File: config.mk
export PLATFORM = sky130hd
export DESIGN_NAME = ex_stage_mc
export DESIGN_NICKNAME = d
export VERILOG_FILES = /design/src/rtl/ex_stage_mc.sv
export SDC_FILE = /design/constraint.sdc
export NUM_CORES = 2
export LEC_CHECK = 0
export CAP_MARGIN = 30
export CORE_MARGIN = 2
export CORE_UTILIZATION = 27
export DETAILED_ROUTE_END_ITERATION = 16
export GPL_TIMING_DRIVEN = 0
export PLACE_DENSITY_LB_ADDON = 0.1
export SKIP_CTS_REPAIR_TIMING = 1
export SYNTH_ARGS = -nofsm -noshare
export SYNTH_HDL_FRONTEND = slang
export SYNTH_SLANG_ARGS = --single-unit
File: constraint.sdc
create_clock -name clk -period 13.5 [get_ports clk]
set_clock_uncertainty 0.1 [all_clocks]
set_input_delay 2.025 -clock clk [delete_from_list [all_inputs] [get_ports clk]]
set_output_delay 2.025 -clock clk [all_outputs]
set_load 0.01 [all_outputs]
File: src/rtl/ex_stage_mc.sv
// Execute stage: RV32I/RV64I integer ALU plus M-extension multiply/divide behind a small FSM.
// Latency: ALU 1 cycle, MUL* MUL_LAT cycles, DIV/REM XLEN+2 cycles (2 for divide-by-zero/overflow).
// Backpressure: in_ready only in IDLE with a free or draining output register; result held while !out_ready.
module ex_stage_mc #(
  parameter int XLEN    = 32,
  parameter int MUL_LAT = 3,
  parameter int EN_M    = 1
) (
  input  logic            clk,
  input  logic            rst,
  input  logic            in_valid,
  output logic            in_ready,
  input  logic [6:0]      opcode,
  input  logic [2:0]      funct3,
  input  logic [6:0]      funct7,
  input  logic [4:0]      rd,
  input  logic [XLEN-1:0] opr_a,
  input  logic [XLEN-1:0] opr_b,
  input  logic [XLEN-1:0] imm,
  input  logic            wb_en,
  input  logic [1:0]      wb_sel,
  input  logic            flush,
  output logic            out_valid,
  input  logic            out_ready,
  output logic [XLEN-1:0] opr_res,
  output logic [4:0]      out_rd,
  output logic            out_wb_en,
  output logic [1:0]      out_wb_sel,
  output logic            busy
);

  localparam int SW = $clog2(XLEN);
  localparam int CW = $clog2(XLEN + MUL_LAT + 2);
  localparam logic [6:0] OP_IMM = 7'b0010011;
  localparam logic [6:0] OP_REG = 7'b0110011;
  // Counter value on the cycle the product is registered (only reachable when MUL_LAT >= 2).
  localparam logic [CW-1:0] MUL_LAST = CW'((MUL_LAT >= 2) ? MUL_LAT - 2 : 0);
  // Divide counter: 0 = setup, 1..XLEN = iterations; the last iteration also applies the sign fixup.
  localparam logic [CW-1:0] DIV_LAST = CW'(XLEN);
  localparam logic [XLEN-1:0] XMIN = {1'b1, {(XLEN-1){1'b0}}};

  typedef enum logic [1:0] {S_IDLE, S_MUL, S_DIV, S_DONE} state_t;

  state_t          state, state_n;
  logic [XLEN-1:0] b_sel;
  logic            accept, is_m;
  logic            res_load, res_pend;
  logic [XLEN-1:0] res_val;

  // Latched operands; during a divide a_q becomes the dividend/quotient shift register, b_q the divisor magnitude.
  logic [XLEN-1:0] a_q, b_q, rem_q;
  logic [1:0]      f3_q;
  logic [CW-1:0]   cnt;
  logic            neg_q_q, neg_r_q;
  logic [4:0]      p_rd;
  logic            p_wb_en;
  logic [1:0]      p_wb_sel;

  logic            d_signed, d_div0, d_ovf, d_special;
  logic [XLEN-1:0] d_spec_res, a_mag, b_mag;
  logic [XLEN:0]   trial, diff;
  logic            take;
  logic [XLEN-1:0] rem_nx, quo_nx, q_fix, r_fix;

  function automatic logic [XLEN-1:0] alu_op(input logic [XLEN-1:0] a, input logic [XLEN-1:0] b,
                                             input logic [2:0] f3, input logic sub, input logic sra);
    logic [SW-1:0]   sh;
    logic [XLEN-1:0] r;
    sh = b[SW-1:0];
    case (f3)
      3'b000:  r = sub ? (a - b) : (a + b);
      3'b001:  r = a << sh;
      3'b010:  r = {{(XLEN-1){1'b0}}, ($signed(a) < $signed(b))};
      3'b011:  r = {{(XLEN-1){1'b0}}, (a < b)};
      3'b100:  r = a ^ b;
      3'b101:  r = sra ? $unsigned($signed(a) >>> sh) : (a >> sh);
      3'b110:  r = a | b;
      default: r = a & b;
    endcase
    return r;
  endfunction

  // Sign/zero extend both operands to 2*XLEN; the truncated product is then exact for every variant.
  function automatic logic [XLEN-1:0] mul_op(input logic [XLEN-1:0] a, input logic [XLEN-1:0] b,
                                             input logic [1:0] f2);
    logic              a_s, b_s;
    logic [2*XLEN-1:0] ea, eb, p;
    a_s = (f2 == 2'b01) || (f2 == 2'b10);
    b_s = (f2 == 2'b01);
    ea  = {{XLEN{a_s & a[XLEN-1]}}, a};
    eb  = {{XLEN{b_s & b[XLEN-1]}}, b};
    p   = ea * eb;
    return (f2 == 2'b00) ? p[XLEN-1:0] : p[2*XLEN-1:XLEN];
  endfunction

  assign busy = (state != S_IDLE);

  // Divider datapath: special-case detection, magnitudes, one restoring step and the sign fixup.
  always_comb begin
    d_signed   = !f3_q[0];
    d_div0     = (b_q == '0);
    d_ovf      = d_signed && (a_q == XMIN) && (b_q == '1);
    d_special  = d_div0 || d_ovf;
    if (d_div0) d_spec_res = f3_q[1] ? a_q : '1;
    else        d_spec_res = f3_q[1] ? '0 : XMIN;
    a_mag  = (d_signed && a_q[XLEN-1]) ? -a_q : a_q;
    b_mag  = (d_signed && b_q[XLEN-1]) ? -b_q : b_q;
    trial  = {rem_q, a_q[XLEN-1]};
    diff   = trial - {1'b0, b_q};
    take   = !diff[XLEN];
    rem_nx = take ? diff[XLEN-1:0] : trial[XLEN-1:0];
    quo_nx = {a_q[XLEN-2:0], take};
    q_fix  = neg_q_q ? -quo_nx : quo_nx;
    r_fix  = neg_r_q ? -rem_nx : rem_nx;
  end

  // Handshake, decode, next state and the value to load into the output register.
  always_comb begin
    in_ready = (state == S_IDLE) && (!out_valid || out_ready) && !flush;
    accept   = in_valid && in_ready;
    is_m     = (EN_M != 0) && (opcode == OP_REG) && (funct7 == 7'b0000001);
    b_sel    = (opcode == OP_IMM) ? imm : opr_b;
    state_n  = state;
    res_load = 1'b0;
    res_pend = 1'b0;
    res_val  = '0;
    case (state)
      S_IDLE: begin
        if (accept) begin
          if (!is_m) begin
            res_load = 1'b1;
            res_val  = alu_op(opr_a, b_sel, funct3, (opcode == OP_REG) && funct7[5], funct7[5]);
          end else if (!funct3[2] && (MUL_LAT <= 1)) begin
            res_load = 1'b1;
            res_val  = mul_op(opr_a, b_sel, funct3[1:0]);
          end else begin
            state_n = funct3[2] ? S_DIV : S_MUL;
          end
        end
      end
      S_MUL: begin
        if (cnt == MUL_LAST) begin
          res_load = 1'b1;
          res_pend = 1'b1;
          res_val  = mul_op(a_q, b_q, f3_q);
          state_n  = S_DONE;
        end
      end
      S_DIV: begin
        if (cnt == '0) begin
          if (d_special) begin
            res_load = 1'b1;
            res_pend = 1'b1;
            res_val  = d_spec_res;
            state_n  = S_DONE;
          end
        end else if (cnt == DIV_LAST) begin
          res_load = 1'b1;
          res_pend = 1'b1;
          res_val  = f3_q[1] ? r_fix : q_fix;
          state_n  = S_DONE;
        end
      end
      S_DONE:  state_n = S_IDLE;
      default: state_n = S_IDLE;
    endcase
    if (flush) begin
      state_n  = S_IDLE;
      res_load = 1'b0;
    end
  end

  // FSM state register.
  always_ff @(posedge clk) begin
    if (rst) state <= S_IDLE;
    else     state <= state_n;
  end

  // Operand latches, multi-cycle counters and the writeback-side output register.
  always_ff @(posedge clk) begin
    if (rst) begin
      a_q        <= '0;
      b_q        <= '0;
      rem_q      <= '0;
      f3_q       <= '0;
      cnt        <= '0;
      neg_q_q    <= 1'b0;
      neg_r_q    <= 1'b0;
      p_rd       <= '0;
      p_wb_en    <= 1'b0;
      p_wb_sel   <= '0;
      out_valid  <= 1'b0;
      opr_res    <= '0;
      out_rd     <= '0;
      out_wb_en  <= 1'b0;
      out_wb_sel <= '0;
    end else begin
      if (flush) begin
        cnt <= '0;
      end else if (accept) begin
        a_q      <= opr_a;
        b_q      <= b_sel;
        f3_q     <= funct3[1:0];
        p_rd     <= rd;
        p_wb_en  <= wb_en;
        p_wb_sel <= wb_sel;
        cnt      <= '0;
      end else if (state == S_MUL) begin
        cnt <= cnt + 1'b1;
      end else if (state == S_DIV) begin
        if (cnt == '0) begin
          if (!d_special) begin
            a_q     <= a_mag;
            b_q     <= b_mag;
            rem_q   <= '0;
            neg_q_q <= d_signed && (a_q[XLEN-1] ^ b_q[XLEN-1]);
            neg_r_q <= d_signed && a_q[XLEN-1];
            cnt     <= CW'(1);
          end
        end else begin
          a_q   <= quo_nx;
          rem_q <= rem_nx;
          cnt   <= cnt + 1'b1;
        end
      end

      if (flush) begin
        out_valid <= 1'b0;
      end else if (res_load) begin
        out_valid  <= 1'b1;
        opr_res    <= res_val;
        out_rd     <= res_pend ? p_rd     : rd;
        out_wb_en  <= res_pend ? p_wb_en  : wb_en;
        out_wb_sel <= res_pend ? p_wb_sel : wb_sel;
      end else if (out_valid && out_ready) begin
        out_valid <= 1'b0;
      end
    end
  end

endmodule

# After elaboration in Yosys (flattened, before gate mapping)
# Index checks and enable logic that the tools add are counted.
[totals]
regBits = 157
latchBits = 0
ram_bits = 0
mem_bits_ro = 0
inputBits = 126
output_inout_bits = 43
word_cells = 167
mem_count = 0
[classes]
addsub = 8
multipliers = 1
n_div = 0
order_cmp = 2
n_eq_ne = 29
shift = 3
muxes = 59
bitwise = 10
n_reduce_logical = 39
[ops]
columns = ["operator", "count"]
rows = [
  ["$mux 32", 31],
  ["$pmux 32 s7", 1],
  ["$neg 32->32", 4],
  ["$pmux 32 s3", 1],
  ["$eq 32x32->1 const B", 2],
  ["$lt 32x32->1", 2],
  ["$mul 33x33->64", 1],
  ["$sub 33x32->33", 1],
  ["$add 32x32->32", 1],
  ["$and 32x32->32", 1],
  ["$logic_not 32->1", 1],
  ["$or 32x32->32", 1],
  ["$shl 32x5->32", 1],
  ["$shr 32x5->32", 1],
  ["$sshr 32x5->32", 1],
  ["$sub 32x32->32", 1],
  ["$xor 32x32->32", 1],
  ["$mux 6", 4],
  ["$mux 2", 8],
  ["$reduce_and 5->1", 3],
  ["$ne 2x2->1 const B", 6],
  ["$reduce_and 6->1", 2],
  ["$reduce_bool 2->1", 6],
  ["$logic_and 1x1->1", 11],
  ["other kinds (29)", 59],
]

# Logic depth before layout (Yosys ltp)
[depth]
word_depth = 9
mapped_depth = 36
mapped_depth_nobuf = 31

# Worst setup path before layout
# No wires, ideal clock.
[synth_timing]
kind = "register to register"
startpoint = "register f3_q[1]"
endpoint = "register opr_res[25]"
setup_ns = 0.091
arrival_ns = 9.171
t_required_ns = 13.309
setup_slack_ns = 4.138
path_stages_with_launch = 34
n_path_buf = 5
synth_period_minus_slack_ns = 9.362
cell_sequence = "dfxtp_1 clkbuf_1 clkinv_1 clkbuf_1 clkbuf_1 ha_1 and2_1 clkbuf_1 clkbuf_1 nand2_1 inv_1 fa_1 inv_1 fa_1 inv_1 fa_1 fa_1 inv_1 fa_1 inv_1 fa_1 inv_1 fa_1 fa_1 inv_1 ha_1 a21o_1 a211o_1 a2111oi_0 nor3_1 a41oi_1 xor2_1 o2111a_1 a311oi_1"
[synth_via]
elab_chain_cells = 7
elab_cells_between_ends = 16
classes_between = "1 x mul; 2 x eq/ne; 9 x mux; 2 x bitwise; 2 x reduce/logical"
[synth_lines]
columns = ["item", "line", "text"]
rows = [
  ["start, declared", "52", "logic [1:0] f3_q;"],
  ["start signal, assigned", "203", "f3_q <= funct3[1:0];"],
  ["$eq 2x1->1 or $eq 2x2->1 (tied branches)", "88, 89", ""],
  ["$logic_or 1x1->1", "88", "a_s = (f2 == 2'b01) || (f2 == 2'b10);"],
  ["$and 1x1->1", "90", "ea = {{XLEN{a_s & a[XLEN-1]}}, a};"],
  ["$mul 33x33->64", "92", "p = ea * eb;"],
  ["$mux 32", "93", "return (f2 == 2'b00) ? p[XLEN-1:0] : p[2*XLEN-1:XLEN];"],
  ["$mux 32", "142", "if (cnt == MUL_LAST) begin"],
  ["$pmux 32 s3 *", "127", "case (state)"],
  ["end signal, assigned", "231", "opr_res <= res_val;"],
  ["end, declared", "25", "output logic [XLEN-1:0] opr_res,"],
]
# Mark *: on every way between the ends. The rest lies on a longest branch, timed or not.
# A chain may end at the register's enable or synchronous reset.

# Worst setup path in the final report
[layout_timing]
startpoint = "register f3_q[1]"
endpoint = "register opr_res[23]"
# Same word-level chain as after synthesis.

==> metrics <==
via count ~61,000; hold endpoint p_rd[4]; Worst-Margin Slew approximately 1100 ps; H-tree levels 4; nets@finish 9,797; syn_nets approximately 9,400; Mean Syn Cell Area 7.90 um^2; Overall Power 2.34 mW; worst skew pair latency 530 ps; maximum VDD drop 0.0906 mV; Synth area leader fa_1; Max Freq 0.0748 GHz; fin. max-slew vios 0; CTS buffer count 17; pwr dens 33.5 nW/um^2; DRT Pass-1 Iters 6; cell types occupying the most area after synthesis fa_1 37%, inv_1 8.2%, ha_1 7.9%; WS Path Type reg2reg; Worst R2R Setup Slack 140 ps; clock sinks about 160; initial antenna violation count 51; RSZ-0062 raised after global routing no; Port Buffers 165; post-route clock period utilization 0.990; critical path's largest stage delay 750 ps; Fill cells 24,800; CTS tree yes; crit path time final ~13,000 ps; Overall Global Routing Usage 0.320; post-synthesis instance total 7,797; root buffer cell clkbuf_16; most frequent CP cell fa_1; WL/cell 33.5 um; FF+latch count, synth 157; clock slew at reported path FFs about 80 ps; Cell Area, Synth around 62,000 um^2; Hold Path Depth 2; HPWL after DPL 321,000 um; EDFF count, synth 0; Main synth FF type dfxtp_1; vias in the first global route between 60,000 and 70,000; effective utilization at floorplan 0.271; Setup-failing EPs final 0; max_cap viols 0; largest net degree at the start of global routing 20; setup TNS 0 ps; WP data arrival 13,630 ps; Seq/Total Area, Yosys 0.0510; Post-synth ARST share 0; Relative slew margins 0.227; cell family with most CP delay adder cells; Core Region 227,000 um^2; Unique masters post-synth 99; RR Endpoint opr_res[23]; Die Ht 482 um; Top Ports roughly 170; Synth Warn # 0; CP Launch Type flip-flop; Area Growth Syn to Fin 13.6%; hold wc startpoint p_rd[4]; Die ar. 232,000 um^2; RePlAce Congestion 0.996; Reg-to-Reg Start f3_q[1]; via/cell ratio ~5.5; Final Hold Fails 0; initial DRC count 7,264; clk buf depth 2; DRC viols 0; CP bufs+invs 13; CP endpoint kind flip-flop; Total Wirelength 375,000 um; worst setup path startpoint f3_q[1]; first-pass GRT wire length 514,000 um; share of cells above drive strength 1 0.0406; status finished, final reports clean; num rows approximately 180; top-area cell type share of the netlist area 0.367; leakage 29.8 nW; commonest cells after routing, fill and taps aside 1,342 x inv_1, 1,126 x fa_1, 1,105 x nand2_1, 490 x nor2_1, 459 x clkbuf_1; Routed Antenna Nets 0; r2r worst-path depth 36; slowest CP cell fa_1; worst hold path class reg2reg; worst path required time between 10,000 and 15,000 ps; CP max FO 11; die width a little under 500 um; commonest non-fill, non-tap cell in the layout inv_1; total global routing overflow 0; critical path depth in cells 36
==> cells by family after synthesis <==
kind of cell,after synthesis,share of synthesized area
simple gates,2433,0.180
buf+inv,1881,0.115
fa+ha+maj,1515,0.445
compound gates,1507,0.161
xor+xnor,175,0.0249
flops,157,0.0510
mux,129,0.0223
==> synthesized netlist by cell type (all sizes together) (45+ instances only) <==
master / number
nand2b: 45
and3: 53
a211oi: 110
ha: 387
nor2: 491
clkbuf: 465
xor2: 64
a22oi: 45
inv: 1345
buf: 66
mux2i: 98
nor3: 108
dfxtp: 157
nand2: 1106
nand4: 48
a21oi: 394
xnor2: 111
or3: 50
o21ai: 322
and2: 233
a21o: 61
fa: 1128
o211ai: 88
nand3: 136
==> state kept, by name, indices dropped and copies added (netlist names) <==
signal,flops
a_q,32
p_wb_sel,2
neg_r_q,1
p_rd,5
cnt,6
p_wb_en,1
out_wb_en,1
opr_res,32
f3_q,2
out_valid,1
out_rd,5
rem_q,32
neg_q_q,1
b_q,32
state,2
out_wb_sel,2
==> layer usage <==
layer,vias to the layer above,global-route usage,share of wire
li1,25900,-,-
met1,31900,0.451,0.44
met2,3082,0.491,0.44
met3,485,0.0564,0.080
met4,12,0.104,0.037
met5,-,0,0.00020
==> power breakdown <==
| group | switching, mW | internal (mW) | total, mW |
|---|---|---|---|
| registers | 0.0120 | 0.473 | 0.485 |
| logic | 0.939 | 0.386 | 1.33 |
| clock network | 0.286 | 0.246 | 0.532 |
| total | 1.24 | 1.11 | 2.34 |
==> stage by stage <==
step                setup WS, ps  cell area, um^2  std cells  hold WS [ps]  utilization
floorplan                   4140            61600       7797           336            -
global placement            -942            67000      11000           344        0.295
detailed placement          -293            69200      11100           350        0.305
CTS                         -345            69700      11200           362        0.307
global route                 227            69900      11200           379        0.308
finish                       137            70000      11200           357        0.308
==> worst register-to-register path: cells and delay by family, from the launching register on <==
| family | cells | cell delay [ps] |
|---|---|---|
| compound gates | 7 | 2660 |
| fa+ha+maj | 10 | 5120 |
| buf+inv | 13 | 3780 |
| flops | 1 | 310 |
| simple gates | 6 | 1250 |
==> worst max-delay path by stage <==
stage                        to
detailed placement  opr_res[23]
floorplan           opr_res[25]
CTS                 opr_res[23]
finish              opr_res[23]
global placement    opr_res[31]
global route        opr_res[21]
==> cell type report <==
| class | instances | area (um^2) | share of cell area |
|---|---|---|---|
| buffer | 531 | 2030 | 0.0290 |
| inverter | 1350 | 5080 | 0.0726 |
| clock inverter | 14 | 143 | 0.00204 |
| multi-input combinational | 5759 | 51400 | 0.735 |
| tap | 3009 | 3760 | 0.0538 |
| timing repair buffer | 340 | 3900 | 0.0557 |
| clock buffer | 18 | 429 | 0.00613 |
| antenna | 21 | 52.6 | 0.000751 |
| sequential | 157 | 3140 | 0.0449 |
No activity file was read; power rests on OpenSTA's default activity.
